## src/rtl/axil_master_pkg.sv

```systemverilog
// Shared constants for the AXI4-Lite command master: FSM encoding, AXI response codes and
// the watchdog limit used when AXIL_MASTER_TIMEOUT_EN is defined.
package axil_master_pkg;

  localparam logic [2:0] ST_IDLE    = 3'd0;
  localparam logic [2:0] ST_WR      = 3'd1;
  localparam logic [2:0] ST_WR_RESP = 3'd2;
  localparam logic [2:0] ST_RD_ADDR = 3'd3;
  localparam logic [2:0] ST_RD_DATA = 3'd4;
  localparam logic [2:0] ST_RSP     = 3'd5;

  localparam logic [1:0] RESP_OKAY   = 2'b00;
  localparam logic [1:0] RESP_EXOKAY = 2'b01;
  localparam logic [1:0] RESP_SLVERR = 2'b10;
  localparam logic [1:0] RESP_DECERR = 2'b11;

  localparam logic [15:0] TIMEOUT_LIMIT = 16'hFFFF;

  // States in which the master is waiting on the slave.
  function automatic logic is_busy(input logic [2:0] st);
    return (st == ST_WR) || (st == ST_WR_RESP) || (st == ST_RD_ADDR) || (st == ST_RD_DATA);
  endfunction

endpackage

```

## src/rtl/axil_lite_master_if.sv

```systemverilog
// AXI4-Lite bus bundle between the command master and a slave; master drives AW/W/AR and
// the B/R readies, slave drives the rest.
interface axil_lite_master_if #(
  parameter int ADDR_WIDTH = 16,
  parameter int DATA_WIDTH = 32
);
  logic [ADDR_WIDTH-1:0]   awaddr;
  logic [2:0]              awprot;
  logic                    awvalid;
  logic                    awready;
  logic [DATA_WIDTH-1:0]   wdata;
  logic [DATA_WIDTH/8-1:0] wstrb;
  logic                    wvalid;
  logic                    wready;
  logic [1:0]              bresp;
  logic                    bvalid;
  logic                    bready;
  logic [ADDR_WIDTH-1:0]   araddr;
  logic [2:0]              arprot;
  logic                    arvalid;
  logic                    arready;
  logic [DATA_WIDTH-1:0]   rdata;
  logic [1:0]              rresp;
  logic                    rvalid;
  logic                    rready;

  modport master (
    output awaddr, awprot, awvalid, input awready,
    output wdata, wstrb, wvalid, input wready,
    input bresp, bvalid, output bready,
    output araddr, arprot, arvalid, input arready,
    input rdata, rresp, rvalid, output rready
  );

  modport slave (
    input awaddr, awprot, awvalid, output awready,
    input wdata, wstrb, wvalid, output wready,
    output bresp, bvalid, input bready,
    input araddr, arprot, arvalid, output arready,
    output rdata, rresp, rvalid, input rready
  );
endinterface

```

## src/rtl/axil_lite_master.sv

```systemverilog
// Single-outstanding AXI4-Lite master: one cmd -> one AXI write/read -> one rsp; 3 cycles cmd->rsp on a zero-wait slave.
// cmd_ready only in IDLE, rsp held until rsp_ready; optional watchdog via AXIL_MASTER_TIMEOUT_EN (adds timeout_flag).
module axil_lite_master
  import axil_master_pkg::*;
#(
  parameter int ADDR_WIDTH = 16,
  parameter int DATA_WIDTH = 32
) (
  input  logic                    clk,
  input  logic                    rst,
  input  logic                    cmd_valid,
  output logic                    cmd_ready,
  input  logic                    cmd_write,
  input  logic [ADDR_WIDTH-1:0]   cmd_addr,
  input  logic [DATA_WIDTH-1:0]   cmd_wdata,
  input  logic [DATA_WIDTH/8-1:0] cmd_wstrb,
  output logic                    rsp_valid,
  input  logic                    rsp_ready,
  output logic [DATA_WIDTH-1:0]   rsp_rdata,
  output logic [1:0]              rsp_resp,
  axil_lite_master_if.master      m_axi
`ifdef AXIL_MASTER_TIMEOUT_EN
  ,
  output logic                    timeout_flag
`endif
);

  logic [2:0] state;
  logic       aw_done;
  logic       w_done;
  logic       aw_fin;
  logic       w_fin;
  logic       advance;

  assign m_axi.awprot = 3'b000;
  assign m_axi.arprot = 3'b000;

  // advance marks the edge at which the current busy state hands off to the next one.
  always_comb begin
    aw_fin  = aw_done | (m_axi.awvalid & m_axi.awready);
    w_fin   = w_done  | (m_axi.wvalid  & m_axi.wready);
    advance = 1'b0;
    case (state)
      ST_WR:      advance = aw_fin & w_fin;
      ST_WR_RESP: advance = m_axi.bready & m_axi.bvalid;
      ST_RD_ADDR: advance = m_axi.arvalid & m_axi.arready;
      ST_RD_DATA: advance = m_axi.rready & m_axi.rvalid;
      default:    advance = 1'b0;
    endcase
  end

`ifdef AXIL_MASTER_TIMEOUT_EN
  logic [15:0] wdog;
  logic        wdog_hit;

  assign wdog_hit = is_busy(state) && !advance && (wdog == TIMEOUT_LIMIT);

  always_ff @(posedge clk) begin
    if (rst || !is_busy(state) || advance || wdog_hit) begin
      wdog <= '0;
    end else begin
      wdog <= wdog + 16'd1;
    end
  end
`endif

  always_ff @(posedge clk) begin
    if (rst) begin
      state         <= ST_IDLE;
      cmd_ready     <= 1'b0;
      rsp_valid     <= 1'b0;
      rsp_rdata     <= '0;
      rsp_resp      <= RESP_OKAY;
      aw_done       <= 1'b0;
      w_done        <= 1'b0;
      m_axi.awaddr  <= '0;
      m_axi.awvalid <= 1'b0;
      m_axi.wdata   <= '0;
      m_axi.wstrb   <= '0;
      m_axi.wvalid  <= 1'b0;
      m_axi.bready  <= 1'b0;
      m_axi.araddr  <= '0;
      m_axi.arvalid <= 1'b0;
      m_axi.rready  <= 1'b0;
`ifdef AXIL_MASTER_TIMEOUT_EN
      timeout_flag  <= 1'b0;
`endif
    end else begin
      case (state)
        ST_IDLE: begin
          cmd_ready <= 1'b1;
          if (cmd_valid && cmd_ready) begin
            cmd_ready <= 1'b0;
            if (cmd_write) begin
              m_axi.awaddr  <= cmd_addr;
              m_axi.wdata   <= cmd_wdata;
              m_axi.wstrb   <= cmd_wstrb;
              m_axi.awvalid <= 1'b1;
              m_axi.wvalid  <= 1'b1;
              aw_done       <= 1'b0;
              w_done        <= 1'b0;
              state         <= ST_WR;
            end else begin
              m_axi.araddr  <= cmd_addr;
              m_axi.arvalid <= 1'b1;
              state         <= ST_RD_ADDR;
            end
          end
        end
        ST_WR: begin
          // AW and W retire independently; the payload registers are untouched until then.
          if (m_axi.awvalid && m_axi.awready) m_axi.awvalid <= 1'b0;
          if (m_axi.wvalid && m_axi.wready)   m_axi.wvalid  <= 1'b0;
          aw_done <= aw_fin;
          w_done  <= w_fin;
          if (advance) begin
            m_axi.bready <= 1'b1;
            state        <= ST_WR_RESP;
          end
        end
        ST_WR_RESP: begin
          if (advance) begin
            m_axi.bready <= 1'b0;
            rsp_resp     <= m_axi.bresp;
            rsp_rdata    <= '0;
            rsp_valid    <= 1'b1;
            state        <= ST_RSP;
          end
        end
        ST_RD_ADDR: begin
          if (advance) begin
            m_axi.arvalid <= 1'b0;
            m_axi.rready  <= 1'b1;
            state         <= ST_RD_DATA;
          end
        end
        ST_RD_DATA: begin
          if (advance) begin
            m_axi.rready <= 1'b0;
            rsp_rdata    <= m_axi.rdata;
            rsp_resp     <= m_axi.rresp;
            rsp_valid    <= 1'b1;
            state        <= ST_RSP;
          end
        end
        ST_RSP: begin
          if (rsp_ready) begin
            rsp_valid <= 1'b0;
            cmd_ready <= 1'b1;
            state     <= ST_IDLE;
          end
        end
        default: state <= ST_IDLE;
      endcase
`ifdef AXIL_MASTER_TIMEOUT_EN
      // A stalled slave is abandoned and the host sees a synthetic SLVERR.
      if (wdog_hit) begin
        m_axi.awvalid <= 1'b0;
        m_axi.wvalid  <= 1'b0;
        m_axi.bready  <= 1'b0;
        m_axi.arvalid <= 1'b0;
        m_axi.rready  <= 1'b0;
        rsp_resp      <= RESP_SLVERR;
        rsp_rdata     <= '0;
        rsp_valid     <= 1'b1;
        timeout_flag  <= 1'b1;
        state         <= ST_RSP;
      end
`endif
    end
  end

endmodule

```

## src/flat_wrapper.sv

```systemverilog
// flat-port wrapper written by rule: the top's interface ports become plain ports
module axil_lite_master_flat import axil_master_pkg::*;
#(
  parameter int ADDR_WIDTH = 16,
  parameter int DATA_WIDTH = 32
)
  (clk, rst, cmd_valid, cmd_ready, cmd_write, cmd_addr, cmd_wdata, cmd_wstrb, rsp_valid, rsp_ready, rsp_rdata, rsp_resp, m_axi_awaddr, m_axi_awprot, m_axi_awvalid, m_axi_awready, m_axi_wdata, m_axi_wstrb, m_axi_wvalid, m_axi_wready, m_axi_bresp, m_axi_bvalid, m_axi_bready, m_axi_araddr, m_axi_arprot, m_axi_arvalid, m_axi_arready, m_axi_rdata, m_axi_rresp, m_axi_rvalid, m_axi_rready);
  axil_lite_master_if #(.ADDR_WIDTH(ADDR_WIDTH), .DATA_WIDTH(DATA_WIDTH)) m_axi_i ();
  input  logic clk;
  input  logic rst;
  input  logic cmd_valid;
  output logic cmd_ready;
  input  logic cmd_write;
  input  logic [ADDR_WIDTH-1:0] cmd_addr;
  input  logic [DATA_WIDTH-1:0] cmd_wdata;
  input  logic [DATA_WIDTH/8-1:0] cmd_wstrb;
  output logic rsp_valid;
  input  logic rsp_ready;
  output logic [DATA_WIDTH-1:0] rsp_rdata;
  output logic [1:0] rsp_resp;
  output wire logic [$bits(m_axi_i.awaddr)-1:0] m_axi_awaddr;
  output wire logic [$bits(m_axi_i.awprot)-1:0] m_axi_awprot;
  output wire logic [$bits(m_axi_i.awvalid)-1:0] m_axi_awvalid;
  input wire logic [$bits(m_axi_i.awready)-1:0] m_axi_awready;
  output wire logic [$bits(m_axi_i.wdata)-1:0] m_axi_wdata;
  output wire logic [$bits(m_axi_i.wstrb)-1:0] m_axi_wstrb;
  output wire logic [$bits(m_axi_i.wvalid)-1:0] m_axi_wvalid;
  input wire logic [$bits(m_axi_i.wready)-1:0] m_axi_wready;
  input wire logic [$bits(m_axi_i.bresp)-1:0] m_axi_bresp;
  input wire logic [$bits(m_axi_i.bvalid)-1:0] m_axi_bvalid;
  output wire logic [$bits(m_axi_i.bready)-1:0] m_axi_bready;
  output wire logic [$bits(m_axi_i.araddr)-1:0] m_axi_araddr;
  output wire logic [$bits(m_axi_i.arprot)-1:0] m_axi_arprot;
  output wire logic [$bits(m_axi_i.arvalid)-1:0] m_axi_arvalid;
  input wire logic [$bits(m_axi_i.arready)-1:0] m_axi_arready;
  input wire logic [$bits(m_axi_i.rdata)-1:0] m_axi_rdata;
  input wire logic [$bits(m_axi_i.rresp)-1:0] m_axi_rresp;
  input wire logic [$bits(m_axi_i.rvalid)-1:0] m_axi_rvalid;
  output wire logic [$bits(m_axi_i.rready)-1:0] m_axi_rready;
  assign m_axi_awaddr = m_axi_i.awaddr;
  assign m_axi_awprot = m_axi_i.awprot;
  assign m_axi_awvalid = m_axi_i.awvalid;
  assign m_axi_i.awready = m_axi_awready;
  assign m_axi_wdata = m_axi_i.wdata;
  assign m_axi_wstrb = m_axi_i.wstrb;
  assign m_axi_wvalid = m_axi_i.wvalid;
  assign m_axi_i.wready = m_axi_wready;
  assign m_axi_i.bresp = m_axi_bresp;
  assign m_axi_i.bvalid = m_axi_bvalid;
  assign m_axi_bready = m_axi_i.bready;
  assign m_axi_araddr = m_axi_i.araddr;
  assign m_axi_arprot = m_axi_i.arprot;
  assign m_axi_arvalid = m_axi_i.arvalid;
  assign m_axi_i.arready = m_axi_arready;
  assign m_axi_i.rdata = m_axi_rdata;
  assign m_axi_i.rresp = m_axi_rresp;
  assign m_axi_i.rvalid = m_axi_rvalid;
  assign m_axi_rready = m_axi_i.rready;
  axil_lite_master #(.ADDR_WIDTH(ADDR_WIDTH), .DATA_WIDTH(DATA_WIDTH)) u_core (.clk(clk), .rst(rst), .cmd_valid(cmd_valid), .cmd_ready(cmd_ready), .cmd_write(cmd_write), .cmd_addr(cmd_addr), .cmd_wdata(cmd_wdata), .cmd_wstrb(cmd_wstrb), .rsp_valid(rsp_valid), .rsp_ready(rsp_ready), .rsp_rdata(rsp_rdata), .rsp_resp(rsp_resp), .m_axi(m_axi_i));
endmodule
```

## config.mk

```make
export PLATFORM = sky130hd
export DESIGN_NAME = axil_lite_master_flat
export DESIGN_NICKNAME = d
export VERILOG_FILES = /design/src/rtl/axil_master_pkg.sv /design/src/rtl/axil_lite_master_if.sv /design/src/rtl/axil_lite_master.sv /design/src/flat_wrapper.sv
export SDC_FILE = /design/constraint.sdc
export NUM_CORES = 1
export LEC_CHECK = 0
export BUFFER_PORTS_ARGS = -buffer_cell sky130_fd_sc_hd__buf_4
export CAP_MARGIN = 20
export CORE_UTILIZATION = 41
export CTS_BUF_LIST = sky130_fd_sc_hd__clkbuf_16
export DETAILED_ROUTE_END_ITERATION = 10
export PLACE_DENSITY = 0.75
export SLEW_MARGIN = 0
export SYNTH_ARGS = -nofsm -noshare
export SYNTH_HDL_FRONTEND = slang
export SYNTH_SLANG_ARGS = --single-unit
```

## constraint.sdc

```tcl
create_clock -name clk -period 1.6 [get_ports clk]
set_input_delay 0.16 -clock clk [delete_from_list [all_inputs] [get_ports clk]]
set_output_delay 0.16 -clock clk [all_outputs]
set_load 0.005 [all_outputs]
```

==> metrics <==
worst clock skew=approximately 10 ps; ys async rst share=0%; sequential share of power=around two fifths; FILL cells=between 800 and 900; path depth of the worst reg2reg path=5; die span in x=between 100 and 150 um; setup violators final=28; maxcap violations=0; Post-synth top flop=dfxtp_1; global-route wire length before repair=21.1 mm; drt drc=0; failing checks=setup timing; Vias/cell=a little over 5; Std-Cell Core Area=10300 um2; P_leak=~3.0 nW; first-pass iteration count of the detailed router=4; Layout Nets=861; WL final=13.9 mm; Clock power frac=48.1%; IO Port Bufs=about 200; critical path class=reg -> reg; start point of the critical path=u_core.state[0]$_SDFFE_PP0P_; number of synthesized flops with an enable pin=0; fin crit period=1620 ps; Tcrit/Tclk final=101%; run status=finished, violations left; Pint=5.60 mW; hold depth=3; Root Driver=clkbuf_16; synth warn=0; placer congestion estimate=0.829; CTS Buf Count=17; Worst EP required=around 1900 ps; Reg clk slew, reported paths=~50 ps; CP peak stage delay=between 400 and 500 ps; antenna cells=0; synth unique cells=31; Max Slew Vio Count=0; Initial Util=between 40% and 50%; die area=between 10000 and 15000 um2; Seq. cell area=roughly 2300 um2; worst reg2reg path endpoint=u_core.rsp_rdata[4]$_SDFFE_PP0P_; multi-input logic area=~1900 um2; worst hold path type=in -> reg; vias in the first global route=approximately 4.6k; clock sink count=between 100 and 150; switching pwr=1.66 mW; mapped cell area=about 4300 um2; worst r2r src=u_core.state[0]$_SDFFE_PP0P_; Placed Instances=between 800 and 900; most frequent cells in the layout=buf_4, nand2_1, a21oi_1; Worst Setup EP=u_core.rsp_rdata[4]$_SDFFE_PP0P_; grt ovf=0; RSZ-0062 raised after global routing=yes; min-delay src=cmd_wdata[9]; wire per inst=15.2 um; final worst slack=-23.2 ps; crit-path cells=or3b_4, or2_4, nand4_1, buf_12, a211oi_1; sequential area share after synthesis=52.5%; CTS Buffer Depth=2; H-tree depth reported by CTS=4; Critical Path Fanout Max=24; largest net degree at the start of global routing=56; Critical Path Slowest Stage Cell=or3b_4; Gate power share=between 10% and 20%; num ports=213; area grow syn2layout=64.1%; std cell rows=37; Routed Antenna Nets=0; DP Wirelength=slightly above 9 mm; WP data arrival=between 1500 and 2000 ps; final hold violation count=0; fin cells=911; Pwr Density=roughly 1000 nW/um2; Syn Inst Count=534; crit end category=register; Sw Share=approximately 23%; Yosys reg bits=about 110; Avg Cell Area, Syn=between 8 and 9 um2; Skew-Pair Late Insertion Delay=about 400 ps; Initial DRC Count=between 300 and 400; initial antenna violation count=0; Peak VDD IR=around 0.74 mV; Global Route Usage Sum=24.0%; fmax=616 MHz; commonest non-fill, non-tap cell in the layout=buf_4; via count=4701; critical path launch point type=register; CTS tree=built; Power, Total=roughly 7.3 mW; layout cell share with drive strength beyond 1=38.7%; worst reg-to-reg setup slack=-20 ps; DIE HEIGHT=105 um
## repair_timing
item | 4_1_cts | 5_1_grt
setup buffers | 0 | 3
gates resized for setup | 9 | 27
gates cloned | 1 | 6
hold buffers | 11 | 0
endpoints found under the setup margin | 46 | 62
pin swaps | 0 | 15
endpoints found under the hold margin | 11 | 0
## worst max-delay path: cells and delay by family, from the launching register on
kind,cells,cell delay (ps)
simple gates,3,850
buf+inv,1,200
flops,1,340
compound gates,1,90
## sequential cells by signal, indices dropped and copies added (netlist names)
register / count
u_core.m_axi.wvalid: 1
u_core.state: 3
u_core.m_axi.wdata: 32
u_core.m_axi.bready: 1
u_core.m_axi.wstrb: 4
u_core.rsp_rdata: 32
u_core.aw_done: 1
u_core.cmd_ready: 1
u_core.rsp_valid: 1
u_core.m_axi.rready: 1
u_core.m_axi.arvalid: 1
u_core.m_axi.awvalid: 1
u_core.m_axi.araddr: 16
u_core.m_axi.awaddr: 16
u_core.rsp_resp: 2
u_core.w_done: 1
## synth_stat cells, types with 2 or more instances
master    number  area [um2]
a31oi_1        2        12.5
buf_4          7        52.6
o21ai_0        3        15.0
a21o_1         3        22.5
nand2b_1       4        25.0
or3_1          2        12.5
clkbuf_1      24        90.1
a221oi_1       2        17.5
nand2_1      142         533
a21oi_1      137         686
dfxtp_1      114        2280
inv_1          6        22.5
nand4_1        4        25.0
a211oi_1      35         263
a32oi_1        2        17.5
buf_2         18        90.1
nor2_1        10        37.5
nor3_1         4        20.0
mux2_2         2        22.5
and3_1         2        12.5
## power by group through the flow
| stage | Combinational [mW] | Clock [mW] | Sequential, mW |
|---|---|---|---|
| after global placement | 0.683 | 0 | 3.02 |
| after detailed placement | 0.704 | 0 | 3.03 |
| after floorplan | 0.279 | 0 | 3.02 |
| after CTS | 0.741 | 3.55 | 2.97 |
| after global routing | 0.865 | 3.69 | 2.97 |
| final | 0.798 | 3.49 | 2.97 |
## through the flow
stage               area, um2  setup TNS [ps]  setup WS (ps)  hold WS (ps)  util [%]
floorplan                4390           -2240          -60.3           296         -
global placement         6160           -11.0          -6.26           407      59.9
detailed placement       6160           -1220           -108           418      59.9
CTS                      6860            -123          -16.5         0.287      66.8
global route             7130           -2260          -69.8          11.5      69.4
finish                   7130            -237          -23.2          11.5      69.4
## how the worst min path moves through the flow
stage / end / slack (ps)
CTS: u_core.m_axi.wdata[25]$_SDFFE_PP0P_ / 0.3
global placement: u_core.m_axi.wdata[11]$_SDFFE_PP0P_ / 410
detailed placement: u_core.m_axi.wdata[14]$_SDFFE_PP0P_ / 420
finish: u_core.m_axi.wdata[9]$_SDFFE_PP0P_ / 10
global route: u_core.m_axi.wdata[9]$_SDFFE_PP0P_ / 10
floorplan: u_core.m_axi.araddr[10]$_SDFFE_PP0P_ / 300
## cells by family after synthesis
logic type	after synthesis	synth area share, %
muxes	2	0.518
and+or+nand+nor	176	16.8
AOI/OAI and AO/OA	186	24.2
buffers and inverters	55	5.87
DFF	114	52.5
other	1	0.0863
## metal layers
layer	GRT usage (%)	wire, um	vias to the layer above
met5	0	0	-
met3	7.49	930	30
met4	10.5	306	0
met2	40.9	7120	173
li1	-	-	2279
met1	27.7	5530	2219
## final cells by class
cell class	instances	area share, %
Multi-Input combinational cell	370	27.0
Sequential cell	114	32.1
Tap cell	136	2.39
Clock buffer	17	5.97
Timing Repair Buffer	254	30.4
Inverter	6	0.316
Clock inverter	14	1.76
(Power assumes the default switching activity.)
